<file path="config.mk">
export PLATFORM = sky130hd
export DESIGN_NAME = ds_intf_bit_flat
export DESIGN_NICKNAME = d
export VERILOG_FILES = /design/src/rtl/ds_pkg.sv /design/src/rtl/ds_intf_bit_if.sv /design/src/rtl/ds_sync2.sv /design/src/rtl/ds_intf_bit.sv /design/src/flat_wrapper.sv
export SDC_FILE = /design/constraint.sdc
export NUM_CORES = 1
export LEC_CHECK = 0
export ABC_AREA = 1
export CORE_MARGIN = 5
export CORE_UTILIZATION = 40
export CTS_CLUSTER_SIZE = 28
export DETAILED_ROUTE_END_ITERATION = 7
export SETUP_SLACK_MARGIN = 0.4
export SLEW_MARGIN = 20
export SYNTH_ARGS = -nofsm -noshare
export SYNTH_HDL_FRONTEND = slang
export SYNTH_SLANG_ARGS = --single-unit
</file>
<file path="constraint.sdc">
create_clock -name clk -period 2 [get_ports clk]
set_clock_uncertainty 0.2 [all_clocks]
set_input_delay 0.2 -clock clk [delete_from_list [all_inputs] [get_ports clk]]
set_output_delay 0.2 -clock clk [all_outputs]
set_load 0.005 [all_outputs]
</file>
<file path="src/rtl/ds_pkg.sv">
// ds_pkg: shared 1-Wire states, slot timing in microseconds and counter helpers
package ds_pkg;
  typedef enum logic [2:0] {IDLE, RST_LOW, RST_REL, WR_SLOT, RD_SLOT} state_t;
  localparam int CYC_PER_US = 25;
  localparam int T_RSTL_US = 480;
  localparam int T_PDS_US = 70;
  localparam int T_RSTH_US = 480;
  localparam int T_SLOT_US = 65;
  localparam int T_LOW1_US = 6;
  localparam int T_LOW0_US = 60;
  localparam int T_RDS_US = 12;
  localparam int CNT_W = 15;
  typedef logic [CNT_W-1:0] cnt_t;
  function automatic cnt_t cycles_of(input int us);
    return cnt_t'(us * CYC_PER_US);
  endfunction
  function automatic cnt_t last_of(input int us);
    return cnt_t'(us * CYC_PER_US - 1);
  endfunction
endpackage

</file>
<file path="src/rtl/ds_intf_bit_if.sv">
// ds_intf_bit_if: bit-command handshake between the byte layer and the bit engine
interface ds_intf_bit_if;
  logic rst_en, wr_en, wdata, rd_en;
  logic rdata, rdata_vld, presence, pres_vld, rdy;
  modport master(output rst_en, wr_en, wdata, rd_en, input rdata, rdata_vld, presence, pres_vld, rdy);
  modport slave(input rst_en, wr_en, wdata, rd_en, output rdata, rdata_vld, presence, pres_vld, rdy);
endinterface

</file>
<file path="src/rtl/ds_sync2.sv">
// ds_sync2: two-flop synchroniser for the asynchronous DQ pin
module ds_sync2 (
  input  logic clk,
  input  logic rst,
  input  logic d,
  output logic q
);
  logic [1:0] s;
  // resets to the idle-high level of the pulled-up bus
  always_ff @(posedge clk)
    if (rst) s <= 2'b11;
    else s <= {s[0], d};
  assign q = s[1];
endmodule

</file>
<file path="src/rtl/ds_intf_bit.sv">
// ds_intf_bit: 1-Wire bit timing engine (reset/presence, write slot, read slot)
module ds_intf_bit
  import ds_pkg::*;
(
  input  logic clk,
  input  logic rst,
  ds_intf_bit_if.slave bus,
  input  logic dq_in,
  output logic dq_oe
);
  state_t state, state_n;
  cnt_t cnt;
  logic dq_sync, wbit, done;
  ds_sync2 u_sync (.clk(clk), .rst(rst), .d(dq_in), .q(dq_sync));
  // last cycle of the current phase
  always_comb
    done = (state == RST_LOW && cnt == last_of(T_RSTL_US)) ||
           (state == RST_REL && cnt == last_of(T_RSTH_US)) ||
           ((state == WR_SLOT || state == RD_SLOT) && cnt == last_of(T_SLOT_US));
  // next state: accept in IDLE with rst_en > wr_en > rd_en, leave a phase on its last cycle
  always_comb begin
    state_n = state;
    if (state == IDLE)
      state_n = bus.rst_en ? RST_LOW : bus.wr_en ? WR_SLOT : bus.rd_en ? RD_SLOT : IDLE;
    else if (done)
      state_n = (state == RST_LOW) ? RST_REL : IDLE;
  end
  // DQ drive, handshake and completion pulses decoded from state and counter
  always_comb begin
    dq_oe = (state == RST_LOW) ||
            (state == WR_SLOT && cnt < (wbit ? cycles_of(T_LOW1_US) : cycles_of(T_LOW0_US))) ||
            (state == RD_SLOT && cnt < cycles_of(T_LOW1_US));
    bus.rdy = state == IDLE;
    bus.pres_vld = state == RST_REL && done;
    bus.rdata_vld = state == RD_SLOT && done;
  end
  // state, phase counter, latched write bit and the sampled results
  always_ff @(posedge clk)
    if (rst) begin
      state <= IDLE;
      cnt <= '0;
      wbit <= 1'b0;
      bus.rdata <= 1'b0;
      bus.presence <= 1'b0;
    end else begin
      state <= state_n;
      cnt <= (state_n != state || state == IDLE) ? '0 : cnt + cnt_t'(1);
      if (state == IDLE && state_n == WR_SLOT) wbit <= bus.wdata;
      if (state == RST_REL && cnt == last_of(T_PDS_US)) bus.presence <= ~dq_sync;
      if (state == RD_SLOT && cnt == last_of(T_RDS_US)) bus.rdata <= dq_sync;
    end
endmodule

</file>
<file path="src/flat_wrapper.sv">
// flat-port wrapper written by rule: the top's interface ports become plain ports
module ds_intf_bit_flat import ds_pkg::*;
  (clk, rst, dq_in, dq_oe, bus_rst_en, bus_wr_en, bus_wdata, bus_rd_en, bus_rdata, bus_rdata_vld, bus_presence, bus_pres_vld, bus_rdy);
  ds_intf_bit_if bus_i ();
  input  logic clk;
  input  logic rst;
  input  logic dq_in;
  output logic dq_oe;
  input wire logic [$bits(bus_i.rst_en)-1:0] bus_rst_en;
  input wire logic [$bits(bus_i.wr_en)-1:0] bus_wr_en;
  input wire logic [$bits(bus_i.wdata)-1:0] bus_wdata;
  input wire logic [$bits(bus_i.rd_en)-1:0] bus_rd_en;
  output wire logic [$bits(bus_i.rdata)-1:0] bus_rdata;
  output wire logic [$bits(bus_i.rdata_vld)-1:0] bus_rdata_vld;
  output wire logic [$bits(bus_i.presence)-1:0] bus_presence;
  output wire logic [$bits(bus_i.pres_vld)-1:0] bus_pres_vld;
  output wire logic [$bits(bus_i.rdy)-1:0] bus_rdy;
  assign bus_i.rst_en = bus_rst_en;
  assign bus_i.wr_en = bus_wr_en;
  assign bus_i.wdata = bus_wdata;
  assign bus_i.rd_en = bus_rd_en;
  assign bus_rdata = bus_i.rdata;
  assign bus_rdata_vld = bus_i.rdata_vld;
  assign bus_presence = bus_i.presence;
  assign bus_pres_vld = bus_i.pres_vld;
  assign bus_rdy = bus_i.rdy;
  ds_intf_bit u_core (.clk(clk), .rst(rst), .bus(bus_i), .dq_in(dq_in), .dq_oe(dq_oe));
endmodule
</file>
== Yosys cells after proc, flatten, opt, wreduce, memory -nomap -nowiden ==
Cells that the tools add are included.
Cells by class
  add/subtract/negate cells: 1
  order comparisons: 2
  multiplexer cells: 7
  bitwise logic cells: 1
  equal/unequal tests: 10
  reduce and logical (&&, ||, !) cells: 18
Operators with widths (count)
  equality test 15 x 11 -> 1 bit, second input constant: 2
  adder 15 x 1 -> 15 bit, second input constant: 1
  equality test 15 x 14 -> 1 bit, second input constant: 1
  equality test 15 x 9 -> 1 bit, second input constant: 1
  < comparator 15 bit: 1
  < comparator 15 x 8 -> 1 bit, second input constant: 1
  2-to-1 mux 3 bit: 5
  2-to-1 mux 11 bit: 1
  logical AND 1 bit: 10
  equality test 3 x 2 -> 1 bit, second input constant: 3
  logical OR 1 bit: 6
  equality test 3 x 1 -> 1 bit, second input constant: 1
  equality test 3 bit, second input constant: 1
  zero test 3 bit: 1
  inequality test 3 bit: 1
  2-to-1 mux 2 bit: 1
  OR reduction 2 bit: 1
  inverter 1 bit: 1
Word-level totals
  word-level logic and storage cells: 45
  register bits after elaboration: 23
  bits of input ports: 7

== Longest topological paths before layout ==
Gate-level depths: netlist of run 1.
  depth in word-level cells: 9
  depth in mapped cells: 11
  depth with buffers taken out: 9

== Hierarchy ==
A second synthesis of run 1 with hierarchy kept.
Second synthesis, totals
  cells, all modules: 205
  area, all modules: 1491.4 um^2
By module, submodules not included
  ds_intf_bit: times used 1, cells an instance 198, area an instance 1432.6 um^2
  ds_sync2: times used 1, cells an instance 7, area an instance 58.8 um^2

== Worst setup path before layout of run 1 ==
No wires, ideal clock.
  path type: reg-to-reg
  from: register u_core.cnt[0]
  to: register u_core.cnt[5]
  setup time: 0.116 ns
  clock period less this slack: 1.707 ns
  stages on the path, launching flop included: 10
  path slack: 0.293 ns
  arrival time: 1.391 ns
  path through: dfxtp_1 ha_1 nand3_1 nor2_1 nand3_2 nand2_4 nand4_1 nand3_2 buf_6 nor2_2
On the way
  longest elaborated chain between the ends: 9
  elaborated cells on any way between the ends: 13
Ends and longest elaborated chain
  start, declared: RTL line ds_intf_bit.sv:12  | cnt_t cnt;
  start signal, assigned: RTL line ds_intf_bit.sv:47  | cnt <= (state_n != state || state == IDLE) ? '0 : cnt + cnt_t'(1);
  equality test 15 x 14 -> 1 bit: RTL line ds_intf_bit.sv:17, ds_intf_bit.sv:18
  logical AND 1 bit (on tied branches): RTL line ds_intf_bit.sv:17, ds_intf_bit.sv:18
  logical OR 1 bit: RTL line ds_intf_bit.sv:17  | done = (state == RST_LOW && cnt == last_of(T_RSTL_US)) ||
  logical OR 1 bit: RTL line ds_intf_bit.sv:18  | (state == RST_REL && cnt == last_of(T_RSTH_US)) ||
  2-to-1 mux 3 bit: RTL line ds_intf_bit.sv:25  | else if (done)
  2-to-1 mux 3 bit: RTL line ds_intf_bit.sv:23  | if (state == IDLE)
  inequality test 3 bit: RTL line ds_intf_bit.sv:47
  logical OR 1 bit: RTL line ds_intf_bit.sv:47
  OR reduction 2 bit (no line)
Several ways; a longest one is shown, not always the timed one.
A chain may end at the register's enable or synchronous reset.

== Worst setup path after layout of run 1 ==
  from: register u_core.cnt[6]
  to: output port dq_oe
On the way
  longest elaborated chain between the ends: 4
  elaborated cells on any way between the ends: 6
Ends and longest elaborated chain
  < comparator 15 bit: RTL line ds_intf_bit.sv:31  | (state == WR_SLOT && cnt < (wbit ? cycles_of(T_LOW1_US) : cycles_of(T_LOW0_US))) ||
  logical AND 1 bit: RTL line ds_intf_bit.sv:31
  logical OR 1 bit: RTL line ds_intf_bit.sv:30  | dq_oe = (state == RST_LOW) ||
  logical OR 1 bit (*): RTL line ds_intf_bit.sv:31
  end, declared: RTL line flat_wrapper.sv:8  | output logic dq_oe;
Every way passes the cells marked *; elsewhere a longest branch is shown, timed or not.

==> qor.yml, run 1 <==
outcome:
  status: "finished clean"
sta:
  tightest_slew_ps: 382.3
  setup-tns-final_ps: 0
  setup_ws_ps: 75.81
  finalHoldViolCount: 0
  setup_viol: 0
  rsz0062_at_grt: "true"
  timing.fmax_mhz: 519.7
  slew_violations: 0
  finalCriticalPeriod_ps: 1924
  max-slew-margin-rel_pct: 74.32
  period_share_pct: 96.21
finish:
  nets: 257
  seq_area_um2: 481.7
  area_delta_synth_final_pct: 45.58
  post-route-util_pct: 59.61
  multiInputGateArea_um2: 1102
  layout-drive-gt1-share_pct: 48.76
  fillers: 332
  antenna_cells: 0
  fin_area_um2: 2166
placed_design:
  dp_slack_ps: -44.73
  port_buffers: 12
  place.detailed.hpwl_um: 2756
  placed_cell_area_um2: 1851
  place.gp.congestion: 0.8453
routing:
  first_pass_iters: 4
  wl_per_cell_um: 12.80
  ant_nets: 0
  num_vias: 1394
  vias_per_cell: 4.807
  wl_um: 3713
  drc: 0
  drt_iter0_drc: 70
cts:
  cts_hold_buf: 0
  cts_root_buf: "clkbuf_8"
  cts_buffers: 3
  clk_pin_slew_ps: 80
  cts.htree.levels: 1
  cts_max_path_buffers: 2
  clock_sinks: 23
  clk_latency_ps: 270
  cts_tree: "built"
logic_synthesis:
  synth-seq-cells: 23
  synth-edff-count: 0
  synthDominantCellAreaShare_pct: 30.95
  synth_top_area_cell: "dfxtp_1"
  ys.flop_type: "dfxtp_1"
  async_reset_ff_share_pct: 0
  synthCells: 201
  synth_area_per_cell_um2: 7.401
  synthTopCellsByArea: "dfxtp_1, nand3_1, inv_1, ha_1, nand2_1"
  ys_warn_count: 0
  yosysUniqueCellTypes: 29
  synth.net_count: 215
  yosysSeqAreaShare_pct: 30.95
  synth_area_um2: 1488
floorplanning:
  die_w_um: 70.99
  row_count: 22
  floorplan.initialDensity_pct: 40.94
  die_height_um: 70.99
  die-area_um2: 5039
  fp.coreArea_um2: 3633
  io_pins: 13
global_routing:
  grt_max_degree: 14
  grt_usage_pct: 15.62
  antenna_found_initial: 0
  grt_pass1_vias: 1412
  grt_pass1_wl_um: 6272
  grt_remaining_overflow: 0
critical_path:
  worstPathCellList: "ha_4, inv_2, nor2_2, nand3_1, nand3_1, nand4_1, nand2_1, nand3_1, buf_2"
  endpoint_kind: "output pin"
  crit_family: "simple AND/OR/NAND/NOR gates"
  critPathKind: "flip-flop to output pin"
  start_kind: "flip-flop"
  cp.required_ps: 1600
  crit_buf_inv: 2
  cpPeakStageDelay_ps: 360
  crit_fanout: 3
  arrival_ps: 1520
  cp_slowest_cell: "dfxtp_2"
  cp_common_cell: "nand3_1"
  r2r_setup_slack_ps: 130
power:
  peakVddDrop_mv: 0.3054
  power_density_nw_per_um2: 451.7
  leakage_nw: 0.8157
worst_hold_path:
  hold_class: "flip-flop to flip-flop"
run:
  maxCapViolations: 0
cells by family (layout without fill, tap and decap cells):
logic type | Yosys count | in the layout | synth area share (%)
DFF | 23 | 23 | 30.95
buffers and inverters | 34 | 75 | 9.336
xor gates and xnor gates | 11 | 11 | 6.477
adders and majority gates | 7 | 7 | 5.887
AOI/OAI and AO/OA | 14 | 14 | 5.804
and+or+nand+nor | 112 | 112 | 41.55
final cells by class:
type | count | share of cell area, %
clock buffers | 3 | 1.906
well taps | 48 | 2.773
flip-flops and latches | 23 | 22.24
multi-input cells | 144 | 50.90
repair buffers | 39 | 16.00
inverters | 32 | 5.950
clock inverters | 1 | 0.2311
final timing paths:
| path | start | endpoint | depth (start not counted) |
|---|---|---|---|
| setup / recovery | u_core.cnt[6]$_SDFF_PP0_ | dq_oe | 9 |
| hold / removal | u_core.u_sync.s[0]$_SDFF_PP1_ | u_core.u_sync.s[1]$_SDFF_PP1_ | 1 |
| setup reg to reg | u_core.cnt[0]$_SDFF_PP0_ | u_core.cnt[4]$_SDFF_PP0_ | 11 |
| hold reg to reg | u_core.u_sync.s[0]$_SDFF_PP1_ | u_core.u_sync.s[1]$_SDFF_PP1_ | 1 |
cells in the mapped netlist (4+ instances only):
master	number
nand3_2	4
nor2_1	22
a21oi_1	7
nand2_2	4
o21ai_0	4
ha_1	7
inv_1	25
nor2_4	5
nor3_1	6
nand3_1	20
nand2_1	23
nor2_2	11
dfxtp_1	23
xor2_1	9
inv_2	7
nand4_1	5
repair_timing:
item,CTS,global route
setup buffers,4,1
setup endpoints to repair,20,23
gates resized for setup,37,41
pin swaps,13,15
cloned,1,0
flip-flops by register name, indices dropped and copies added (netlist names):
signal	cells
u_core.bus.presence	1
u_core.u_sync.s	2
u_core.cnt	15
u_core.state	3
u_core.wbit	1
u_core.bus.rdata	1
routing by layer:
metal,routed length [um],part of all wire (%),GRT usage [%],vias to the layer above
met2,1916,52,27.91,13
met5,0,0,0,-
met3,74,2.0,3.409,6
li1,-,-,-,732
met4,39,1.1,2.505,0
met1,1683,45,19.48,643
worst reg2reg max path: stages, from the launching register on:
cell and delay [ps]:
dfxtp_4 380, inv_4 70, ha_4 130, nand3_2 60
nor2_2 120, nand3_2 100, nand2_4 100, buf_6 120
nand4_1 140, nand3_4 140, buf_12 180, nor2_4 40
cell usage in the layout (no fill, tap or decap), types with 4 or more instances in the layout:
cell type,n
buf_4,22
nor2_1,10
clkdlybuf4s50_1,8
nand3_2,4
ha_1,4
nor2_2,10
nand2_2,5
nor2_4,18
dfxtp_2,8
inv_2,11
dfxtp_1,12
nand2_1,21
buf_2,4
xor2_1,9
a21oi_1,4
nand3_1,18
inv_1,18
nand4_1,5
nor3_1,4
metrics by stage:
step	instances	power [W]	hold WS, ps
2_1_floorplan	201	0.0005746	69.07
3_3_place_gp	280	0.0006473	199.9
3_5_place_dp	280	0.0006479	201.7
4_1_cts	289	0.0009660	226.2
5_1_grt	290	0.001029	250.2
6_report	290	0.0009783	223.1
power breakdown:
group | leakage (nW) | internal [W] | total (W) | switching, W
Sequential | 0.193 | 0.000469 | 0.000487 | 0.0000183
Clock | 0.0255 | 0.000139 | 0.000290 | 0.000151
Combinational | 0.597 | 0.0000957 | 0.000201 | 0.000105
Total | 0.816 | 0.000704 | 0.000978 | 0.000274
Note: power is estimated with default switching activity, not from simulation.
==> run 2, diff against run 1 <==
REMOVE_ABC_BUFFERS = 1   (was not set)
SYNTH_HIERARCHICAL = 1   (was not set)
==> run 2 against run 1 <==
Synthesized cell count is 2.0% higher. Routed wire length rose by 12%. Maximum frequency shrank 1.3%. Synthesized area grew 0.25%. Largest cell class unchanged. Worst setup slack worse by 26 ps. Non-clock buffer count is 18 higher. Highest routed layer unchanged.
==> qor.yml, run 2 <==
outcome:
  status: "finished clean"
global_routing:
  grt_remaining_overflow: 0
  antenna_found_initial: 0
  grt_pass1_vias: 1444
  grt_max_degree: 13
  grt_usage_pct: 16.25
  grt_pass1_wl_um: 6506
sta:
  rsz0062_at_grt: "true"
  finalHoldViolCount: 0
  timing.fmax_mhz: 512.7
  period_share_pct: 97.52
  slew_violations: 0
  finalCriticalPeriod_ps: 1950
  setup-tns-final_ps: 0
  max-slew-margin-rel_pct: 76.36
  tightest_slew_ps: 352.2
  setup_viol: 0
critical_path:
  arrival_ps: 1550
  start_kind: "flip-flop"
  cpPeakStageDelay_ps: 370
  cp_common_cell: "nand3_1"
  critPathKind: "flip-flop to output pin"
  cp_slowest_cell: "dfxtp_4"
  crit_fanout: 4
  cp.required_ps: 1600
  endpoint_kind: "output pin"
  worstPathCellList: "ha_4, inv_2, nor2_2, nand3_1, nand3_1, nand4_1, nand2_1, nand3_1, buf_2"
finish:
  reg_top3: "u_core/cnt (15), u_core/state (3), u_core/u_sync/s (2)"
  nets: 279
  most-common-layout-cells: "buf_4, inv_1, nand2_1"
  fin_cells: 312
  layout_commonest_cell: "buf_4"
  regMostFlops: "u_core/cnt"
  area_delta_synth_final_pct: 58.81
  layout-drive-gt1-share_pct: 50.38
  largest_reg_flops: 15
  post-route-util_pct: 65.19
  antenna_cells: 0
  fillers: 283
logic_synthesis:
  yosysSeqAreaShare_pct: 30.87
  async_reset_ff_share_pct: 0
  synth_area_per_cell_um2: 7.275
  ys.flop_type: "dfxtp_1"
  synth_top_area_cell: "dfxtp_1"
  synthTopCellsByArea: "dfxtp_1, inv_1, nand3_1, nand2_1, xor2_1"
  synth-edff-count: 0
  synth_area_um2: 1491
  synth-seq-cells: 23
  synthDominantCellAreaShare_pct: 30.87
  synthCells: 205
  yosysUniqueCellTypes: 30
  synth.top_cells.by_count: "inv_1, nand2_1, dfxtp_1, nor2_1, nand3_1"
  synth_most_common_cell: "inv_1"
  ys_warn_count: 6
routing:
  vias_per_cell: 4.881
  first_pass_iters: 4
  num_vias: 1523
  wl_per_cell_um: 13.33
  wl_um: 4160
  drt_iter0_drc: 110
  drc: 0
  ant_nets: 0
floorplanning:
  die_height_um: 71.06
  floorplan.initialDensity_pct: 41.05
  row_count: 22
  fp.coreArea_um2: 3633
  die_w_um: 71.06
  io_pins: 13
  die-area_um2: 5050
power:
  power_w: 0.001033
  peakVddDrop_mv: 0.3128
  leakage_nw: 0.9415
  power_density_nw_per_um2: 436.2
placed_design:
  place.gp.congestion: 0.8104
  dp.cells: 286
  port_buffers: 12
  place.detailed.hpwl_um: 2441
cts:
  cts_buffers: 3
  clk_latency_ps: 270
  cts_max_path_buffers: 2
  cts_hold_buf: 0
  cts_tree: "built"
  clk_pin_slew_ps: 80
  cts_root_buf: "clkbuf_8"
  clock_sinks: 23
  cts.htree.levels: 1
run:
  maxCapViolations: 0
worst_hold_path:
  hold_class: "flip-flop to flip-flop"
[run 2: cell count changes after synthesis, sizes merged, moves of 2 or more]
cell / change
o21ai: -2
inv: +8
or2: -2
xor2: +2
nand4: +2
[run 2: report_power, final]
| part | switching, W | internal (W) |
|---|---|---|
| clock network | 0.000153 | 0.000143 |
| logic | 0.000128 | 0.000126 |
| registers | 0.0000167 | 0.000467 |
| total | 0.000298 | 0.000735 |
[run 2: critical path: cells and delay by family (launching register included)]
family,cells,cell delay [ps]
adders and majority gates,1,270
buffers and inverters,2,150
and+or+nand+nor,6,480
DFF,1,370
[run 2: worst paths after layout]
check / start / end / slack (ps) / cells after the start
max: u_core/cnt[6]$_SDFF_PP0_ / dq_oe / 50 / 9
min reg2reg: u_core/u_sync/s[0]$_SDFF_PP1_ / u_core/u_sync/s[1]$_SDFF_PP1_ / 210 / 2
max reg2reg: u_core/cnt[1]$_SDFF_PP0_ / u_core/cnt[9]$_SDFF_PP0_ / 110 / 12
min: u_core/u_sync/s[0]$_SDFF_PP1_ / u_core/u_sync/s[1]$_SDFF_PP1_ / 210 / 2
[run 2: final cells by class]
type                            instances  area [um2]  area share (%)
Clock buffer                            4       45.04           1.902
Timing Repair Buffer                   57       528.0           22.29
Tap cell                               48       60.06           2.536
Inverter                               40       157.7           6.656
Sequential cell                        23       495.5           20.92
Multi-Input combinational cell        140        1082           45.69
[run 2: repair_timing]
item                       4_1_cts  5_1_grt
setup buffers                   15        6
gates cloned                     1        0
resized for setup               62       51
setup endpoints to repair       22       23
pin swaps                       18       17
[run 2: cell families (layout without fill, tap and decap cells)]
| kind of cell | Yosys count | after routing | share of synthesized area [%] |
|---|---|---|---|
| xor gates and xnor gates | 12 | 12 | 7.047 |
| AOI/OAI and AO/OA | 11 | 11 | 4.699 |
| and+or+nand+nor | 110 | 110 | 39.60 |
| DFF | 23 | 23 | 30.87 |
| adders and majority gates | 7 | 7 | 5.872 |
| buffers and inverters | 42 | 101 | 11.91 |
[run 2: per-layer routing]
| layer | up-vias | share of wire [%] | track usage [%] |
|---|---|---|---|
| met1 | 708 | 42 | 19.08 |
| met3 | 13 | 3.4 | 3.693 |
| met4 | 0 | 3.1 | 8.559 |
| met5 | - | 0 | 0 |
| met2 | 35 | 51 | 27.39 |
| li1 | 767 | - | - |
[run 2: through the flow]
stage | cell area, um2 | worst slack (ps) | hold slack [ps]
global placement | 1817 | -24.76 | 195.3
floorplan | 1464 | 275.1 | 69.07
CTS | 2138 | 32.93 | 217.9
detailed placement | 1817 | -74.23 | 198.1
finish | 2369 | 49.64 | 212.2
global route | 2369 | -4.522 | 221.0
